`config.mk`:
```
export PLATFORM = sky130hd
export DESIGN_NAME = serial_adder_ctrl_flat
export DESIGN_NICKNAME = d
export VERILOG_FILES = /design/src/rtl/serial_adder_pkg.sv /design/src/rtl/serial_adder_if.sv /design/src/rtl/serial_adder_one_adder.sv /design/src/rtl/serial_adder_ctrl.sv /design/src/flat_wrapper.sv
export SDC_FILE = /design/constraint.sdc
export NUM_CORES = 1
export LEC_CHECK = 0
export ABC_AREA = 1
export CAP_MARGIN = 20
export CORE_ASPECT_RATIO = 0.75
export CORE_MARGIN = 2
export CORE_UTILIZATION = 55
export DETAILED_ROUTE_END_ITERATION = 7
export PLACE_DENSITY = 0.83
export SYNTH_ARGS = -nofsm -noshare
export SYNTH_HDL_FRONTEND = slang
export SYNTH_HIERARCHICAL = 1
export SYNTH_SLANG_ARGS = --single-unit
export TNS_END_PERCENT = 10
```
`constraint.sdc`:
```
create_clock -name clk -period 2.95 [get_ports clk]
set_input_delay 0.59 -clock clk [delete_from_list [all_inputs] [get_ports clk]]
set_output_delay 0.59 -clock clk [all_outputs]
set_load 0.05 [all_outputs]
```
`src/rtl/serial_adder_pkg.sv`:
```
// Shared definitions for the bit-serial adder controller: FSM state encoding
// and the default operand width.
package serial_adder_pkg;

    localparam int DEFAULT_WIDTH = 8;

    typedef enum logic [1:0] {
        S_IDLE = 2'd0,
        S_RUN  = 2'd1,
        S_DONE = 2'd2
    } state_t;

endpackage

```
`src/rtl/serial_adder_if.sv`:
```
// Operand/result bus of the serial adder. Optional feature macro: SERIAL_ADDER_SUB_EN (adds sub).
// Handshake: start is a request taken on any rising edge where busy==0 (the operands are
// sampled on that same edge); done pulses for one cycle when sum/c_out hold the new result.
interface serial_adder_if #(
    parameter int WIDTH = serial_adder_pkg::DEFAULT_WIDTH
);
    logic             start;
    logic [WIDTH-1:0] a;
    logic [WIDTH-1:0] b;
    logic             c_in;
`ifdef SERIAL_ADDER_SUB_EN
    logic             sub;
`endif
    logic             busy;
    logic             done;
    logic [WIDTH-1:0] sum;
    logic             c_out;

`ifdef SERIAL_ADDER_SUB_EN
    modport master (output start, a, b, c_in, sub, input busy, done, sum, c_out);
    modport slave  (input start, a, b, c_in, sub, output busy, done, sum, c_out);
`else
    modport master (output start, a, b, c_in, input busy, done, sum, c_out);
    modport slave  (input start, a, b, c_in, output busy, done, sum, c_out);
`endif

endinterface

```
`src/rtl/serial_adder_one_adder.sv`:
```
// Single full-adder cell, reused by the serial controller for every bit position.
module one_adder (
    output logic s,
    output logic c_out,
    input  logic c_in,
    input  logic a,
    input  logic b
);

    assign s     = a ^ b ^ c_in;
    assign c_out = (a & b) | (c_in & (a ^ b));

endmodule

```
`src/rtl/serial_adder_ctrl.sv`:
```
// Bit-serial adder: one full-adder cell stepped over WIDTH cycles, LSB first, carry registered.
// Optional feature macro: SERIAL_ADDER_SUB_EN (sub=1 computes a - b).
module serial_adder_ctrl
    import serial_adder_pkg::*;
#(
    parameter int WIDTH = DEFAULT_WIDTH
) (
    input  logic              clk,
    input  logic              rst,
    serial_adder_if.slave     bus,
    output logic [1:0]        dbg_state
);

    localparam int CW = $clog2(WIDTH + 1);

    state_t           state;
    state_t           state_nxt;
    logic [WIDTH-1:0] sa;
    logic [WIDTH-1:0] sb;
    logic [WIDTH-1:0] acc;
    logic [WIDTH-1:0] sum_q;
    logic             carry;
    logic             c_out_q;
    logic [CW-1:0]    cnt;

    logic             cell_s;
    logic             cell_co;
    logic             accept;
    logic             last_bit;
    logic             busy_w;
    logic             done_w;
    logic [WIDTH:0]   acc_ext;
    logic [WIDTH-1:0] b_load;
    logic             carry_load;

    one_adder u_cell (
        .s     (cell_s),
        .c_out (cell_co),
        .c_in  (carry),
        .a     (sa[0]),
        .b     (sb[0])
    );

    // New sum bit enters at the MSB so after WIDTH steps acc is LSB-aligned.
    assign acc_ext  = {cell_s, acc};
    assign accept   = bus.start && (state != S_RUN);
    assign last_bit = (cnt == CW'(WIDTH - 1));

`ifdef SERIAL_ADDER_SUB_EN
    assign b_load     = bus.sub ? ~bus.b : bus.b;
    assign carry_load = bus.sub ? 1'b1 : bus.c_in;
`else
    assign b_load     = bus.b;
    assign carry_load = bus.c_in;
`endif

    always_comb begin
        state_nxt = state;
        busy_w    = 1'b0;
        done_w    = 1'b0;
        case (state)
            S_IDLE: begin
                if (bus.start) state_nxt = S_RUN;
            end
            S_RUN: begin
                busy_w = 1'b1;
                if (last_bit) state_nxt = S_DONE;
            end
            S_DONE: begin
                done_w    = 1'b1;
                state_nxt = bus.start ? S_RUN : S_IDLE;
            end
            default: state_nxt = S_IDLE;
        endcase
    end

    always_ff @(posedge clk) begin
        if (rst) begin
            state   <= S_IDLE;
            sa      <= '0;
            sb      <= '0;
            acc     <= '0;
            carry   <= 1'b0;
            cnt     <= '0;
            sum_q   <= '0;
            c_out_q <= 1'b0;
        end else begin
            state <= state_nxt;
            if (accept) begin
                sa    <= bus.a;
                sb    <= b_load;
                acc   <= '0;
                carry <= carry_load;
                cnt   <= '0;
            end else if (state == S_RUN) begin
                sa    <= sa >> 1;
                sb    <= sb >> 1;
                acc   <= acc_ext[WIDTH:1];
                carry <= cell_co;
                cnt   <= cnt + CW'(1);
                if (last_bit) begin
                    sum_q   <= acc_ext[WIDTH:1];
                    c_out_q <= cell_co;
                end
            end
        end
    end

    assign bus.busy  = busy_w;
    assign bus.done  = done_w;
    assign bus.sum   = sum_q;
    assign bus.c_out = c_out_q;
    assign dbg_state = state;

endmodule

```
`src/flat_wrapper.sv`:
```
// flat-port wrapper written by rule: the top's interface ports become plain ports
module serial_adder_ctrl_flat import serial_adder_pkg::*;
#(
    parameter int WIDTH = DEFAULT_WIDTH
)
  (clk, rst, dbg_state, bus_start, bus_a, bus_b, bus_c_in, bus_busy, bus_done, bus_sum, bus_c_out);
  serial_adder_if #(.WIDTH(WIDTH)) bus_i ();
  input  logic clk;
  input  logic rst;
  output logic [1:0] dbg_state;
  input wire logic [$bits(bus_i.start)-1:0] bus_start;
  input wire logic [$bits(bus_i.a)-1:0] bus_a;
  input wire logic [$bits(bus_i.b)-1:0] bus_b;
  input wire logic [$bits(bus_i.c_in)-1:0] bus_c_in;
  output wire logic [$bits(bus_i.busy)-1:0] bus_busy;
  output wire logic [$bits(bus_i.done)-1:0] bus_done;
  output wire logic [$bits(bus_i.sum)-1:0] bus_sum;
  output wire logic [$bits(bus_i.c_out)-1:0] bus_c_out;
  assign bus_i.start = bus_start;
  assign bus_i.a = bus_a;
  assign bus_i.b = bus_b;
  assign bus_i.c_in = bus_c_in;
  assign bus_busy = bus_i.busy;
  assign bus_done = bus_i.done;
  assign bus_sum = bus_i.sum;
  assign bus_c_out = bus_i.c_out;
  serial_adder_ctrl #(.WIDTH(WIDTH)) u_core (.clk(clk), .rst(rst), .bus(bus_i), .dbg_state(dbg_state));
endmodule
```
# Word-level counts from Yosys, hierarchy flattened
# Cells that the tools add are included.
# classes
add_sub_neg	1
n_eq_ne	6
muxes	12
n_bitwise	6
reduce_logical	6
# ops
cell	count
$mux W8	4
$pmux W2 S3	1
$mux W1	5
$add A4 B1 Y4 const B	1
$eq A4 B3 Y1 const B	1
$mux W2	2
$ne A2 B1 Y1 const B	2
$reduce_and A3 Y1	1
$and A1 B1 Y1	2
$eq A2 B1 Y1 const B	1
$eq A2 B2 Y1 const B	1
$logic_not A2 Y1	1
$ne A2 B2 Y1 const B	1
$reduce_and A2 Y1	1
$reduce_bool A2 Y1	1
$reduce_or A2 Y1	1
$xor A1 B1 Y1	2
$logic_and A1 B1 Y1	1
$not A1 Y1	1
$or A1 B1 Y1	1
# word_totals
regBits	40
out_inout_bits	13
word_cells	39

# Longest topological paths before layout
# depth
word_depth	5
ltp_mapped	7

# Modules after synthesis
# The synthesis kept the hierarchy.
# modules_own_cells
mod	n_inst	cells_each	area_each_um2	seq_area_each_um2
serial_adder_ctrl	1	252	1757.9	780.7
one_adder	1	1	20.0	0.0

# Worst setup path before layout
# No wires, ideal clock.
# synth_path
kind	register to output
start	register u_core.state[1] (netlist: u_core/dbg_state[1])
end	output port bus_done
arrival_ps	1510
t_required_ps	2360
setup_slack_ps	850
path_stages_with_launch	3
path_buffers	0
path_cell_list	dfxtp_1 > inv_1 > nor2_1
# synth_between
elab_chain_len	2
# synth_lines
element	line_no	source
start, declared	serial_adder_ctrl.sv:16	state_t state;
start signal, assigned	serial_adder_ctrl.sv:88	state <= state_nxt;
$eq A2 B2 Y1	serial_adder_ctrl.sv:61	case (state)
$mux W1	serial_adder_ctrl.sv:61	
end, declared	flat_wrapper.sv:16	output wire logic [$bits(bus_i.done)-1:0] bus_done;
# No other way between the ends.

# Worst setup path after layout
# layout_path
start	register u_core.state[0] (netlist: u_core/dbg_state[0])
end	output port bus_busy
# layout_between
elab_chain_len	2
# layout_lines
element	line_no	source
$eq A2 B1 Y1	serial_adder_ctrl.sv:61	
$mux W1	serial_adder_ctrl.sv:61	
end, declared	flat_wrapper.sv:15	output wire logic [$bits(bus_i.busy)-1:0] bus_busy;
# No other way between the ends.

==> out/metrics.csv <==
stage;metric;value;unit
timing;rsz0062_at_grt;false;
setup_path;critPathLaunch;u_core/dbg_state[0];
place;dp_hpwl;2348;µm
grt;overflow;0;
place;place_area;2087;µm²
cts;cts-root-buf;clkbuf_8;
cts;cts_sinks;39;
logic_synthesis;syn_nets;275;
setup_path;rr_worst_depth;4;
final_layout;drive_gt1_frac;0.05282;
timing;tns;0;ns
worst_hold_path;min_from;u_core/sb[3];
logic_synthesis;netlist.area_leader.share;0.4391;
logic_synthesis;async_flop_share;0;
cts;clk_path_buf_depth;2;
logic_synthesis;ys_seq_area_frac;0.4391;
timing;max_freq;438.5;MHz
logic_synthesis;ys_seq_elements;39;
logic_synthesis;synth-adder-area-share;0.01830;
floorplan;rows;17;
logic_synthesis;synth-xor-area-share;0.004926;
setup_path;reg2reg_to;u_core/acc[5];
setup_path;cp-start-kind;register;
timing;max_slew_margin;0.5024;
floorplan;fp.dieArea;3708;µm²
power_and_ir_drop;power_leakage;0.9641;nW
place;place_congestion;0.7598;
grt;first_global_vias;1379;
detailed_routing;firstDrtPassIters;4;
status;status;finished, final reports clean;
detailed_routing;ant_nets;0;
setup_path;r2r_setup_slack;1.24;ns
detailed_routing;num_vias;1571;
floorplan;die_h;53.24;µm
floorplan;ios;33;
worst_hold_path;hp-class;register to register;
floorplan;design.core.area;3020;µm²
timing;fin_crit_sh;0.7731;
cts;cts_setup_buffers;0;
logic_synthesis;synth_top_family_by_area;simple AND/OR/NAND/NOR gates;
timing;skew;0.001581;ns
detailed_routing;drc;0;
cts;insertion_delay;0.28;ns
timing;worst_pin_slew;0.7437;ns
detailed_routing;avgViaCountPerCell;4.879;
cts;htree_levels;2;
timing;min_period;2.281;ns
floorplan;start_util;0.5886;
place;place_ws;0.7867;ns
detailed_routing;wire_per_inst;10.88;µm
setup_path;reg2reg_from;u_core/dbg_state[0];
logic_synthesis;synth_area_leader_cell;dfxtp_1;
worst_hold_path;hold-path-cell-count;2;
power_and_ir_drop;power-per-cell-area;483.6;nW/µm²
setup_path;crit_path_max_fanout;6;
final_layout;fin_area;2168;µm²
power_and_ir_drop;ir_worst_vdd;0.4450;mV
place;dp.cells;314;
timing;slew_violations;0;
timing;holdWs;0.4649;ns
detailed_routing;drt-total-wl;3504;µm
place;io_buffers;32;
logic_synthesis;synthCells;253;
grt;grt_max_degree;45;
logic_synthesis;synth_area_leaders;dfxtp_1 44%, nand2_1 16%, nand3_1 14%, inv_1 5.7%, nor2_1 4.2%;
logic_synthesis;ys.flop_type;dfxtp_1;
logic_synthesis;synthTopCellsByCount;78 x nand2_1, 48 x nand3_1, 39 x dfxtp_1;
logic_synthesis;synthMuxAreaShare;0;
timing;setup_ws;0.6694;ns
setup_path;required;2.36;ns
setup_path;end_kind;output port;
timing;finalHoldViolCount;0;
setup_path;crit_type;register to output port;
logic_synthesis;synth-edff-count;0;
worst_hold_path;min_to;u_core/sb[2];
cts;clk_pin_slew_worst_paths;0.07;ns
cts;cts-resized-gates;0;
logic_synthesis;synth-simple-area-share;0.3955;
timing;setup_viol;0;
grt;antenna_found_initial;0;
logic_synthesis;synth_area;1778;µm²
grt;grt_pass1_wl;6078;µm
floorplan;die_x;69.65;µm
final_layout;nNetsFinal;305;
logic_synthesis;synth_compound_area_frac;0.03519;
cts;cts_tree;yes;
setup_path;cp_data_arrival_time;1.69;ns
detailed_routing;drt_iter0_drc;121;
final_layout;layout-area-overhead-vs-synth;21.96;%
logic_synthesis;yosys.cell_types.count;18;
final_layout;instances_no_fill;322;
final_layout;insertedDiodeCount;0;
grt;gr-usage-all-layers;0.2141;
logic_synthesis;yosysMostFrequentCell;nand2_1;
logic_synthesis;synth_area_per_cell;7.027;µm²
final_layout;nFillCells;270;
run;cap_violations;0;
cts;numCtsBuffers;5;
cts;cts_hold_buf;0;
logic_synthesis;yosys_warnings;6;
-- metal layers --
metal | up-vias | GRT usage | wire length, µm
met5 | - | 0 | 0
met3 | 4 | 0.07048 | 231
met4 | 0 | 0.05769 | 23
li1 | 849 | - | -
met1 | 672 | 0.2886 | 1774
met2 | 46 | 0.3333 | 1475
-- power by group --
group / internal [mW] / leakage [nW] / switching [mW]
Sequential: 0.547 / 0.317 / 0.0145
Clock: 0.166 / 0.0422 / 0.169
Combinational: 0.0605 / 0.605 / 0.0921
-- cell families (layout without fill, tap and decap cells) --
family,count (synthesis),count (layout)
fa+ha+maj,2,2
compound gates,12,12
buf+inv,41,72
flops,39,39
simple gates,158,158
xor+xnor,1,1
-- worst max-delay path by stage --
stage                         endpoint  cells past startpoint
final                         bus_busy                      3
after global routing          bus_busy                      3
after global placement    u_core/sb[4]                      6
after floorplan               bus_done                      2
after CTS                     bus_busy                      3
after detailed placement  u_core/sb[5]                      6
-- stage by stage --
stage | total power, mW | util
2_1_floorplan | 0.6843 | -
3_3_place_gp | 0.7232 | 0.6910
3_5_place_dp | 0.7248 | 0.6910
4_1_cts | 1.058 | 0.7179
5_1_grt | 1.104 | 0.7179
6_report | 1.049 | 0.7179
-- layout make-up --
class / instances / area, µm² / share of cell area
multi-input cells: 173 / 807.0 / 0.3722
flip-flops and latches: 39 / 780.7 / 0.3601
repair buffers: 35 / 342.8 / 0.1581
inverters: 29 / 108.9 / 0.05020
clock buffers: 7 / 76.32 / 0.03520
well taps: 38 / 47.55 / 0.02193
clock inverters: 1 / 5.005 / 0.002308
-- flip-flops by register name, indices dropped and copies added, names as in the netlist --
register          flops
u_core/bus.sum        8
u_core/sa             8
u_core/sb             8
u_core/acc            7
u_core/cnt            4
u_core/dbg_state      2
u_core/bus.c_out      1
u_core/carry          1
-- worst max-delay path, stage by stage, from the launching register on --
cell             delay (ns)
dfxtp_1                0.45
inv_2                  0.07
nor2_4                 0.08
clkdlybuf4s50_1        0.80
-- cells in the final DEF, fill, tap and decap left out, drive strengths merged, types with 3 or more instances in the layout --
master	instances
nand2	80
nand3	48
dfxtp	39
clkdlybuf4s50	32
inv	29
nor2	22
a21oi	11
nand3b	8
clkbuf	7
buf	3
(Power assumes the default switching activity.)
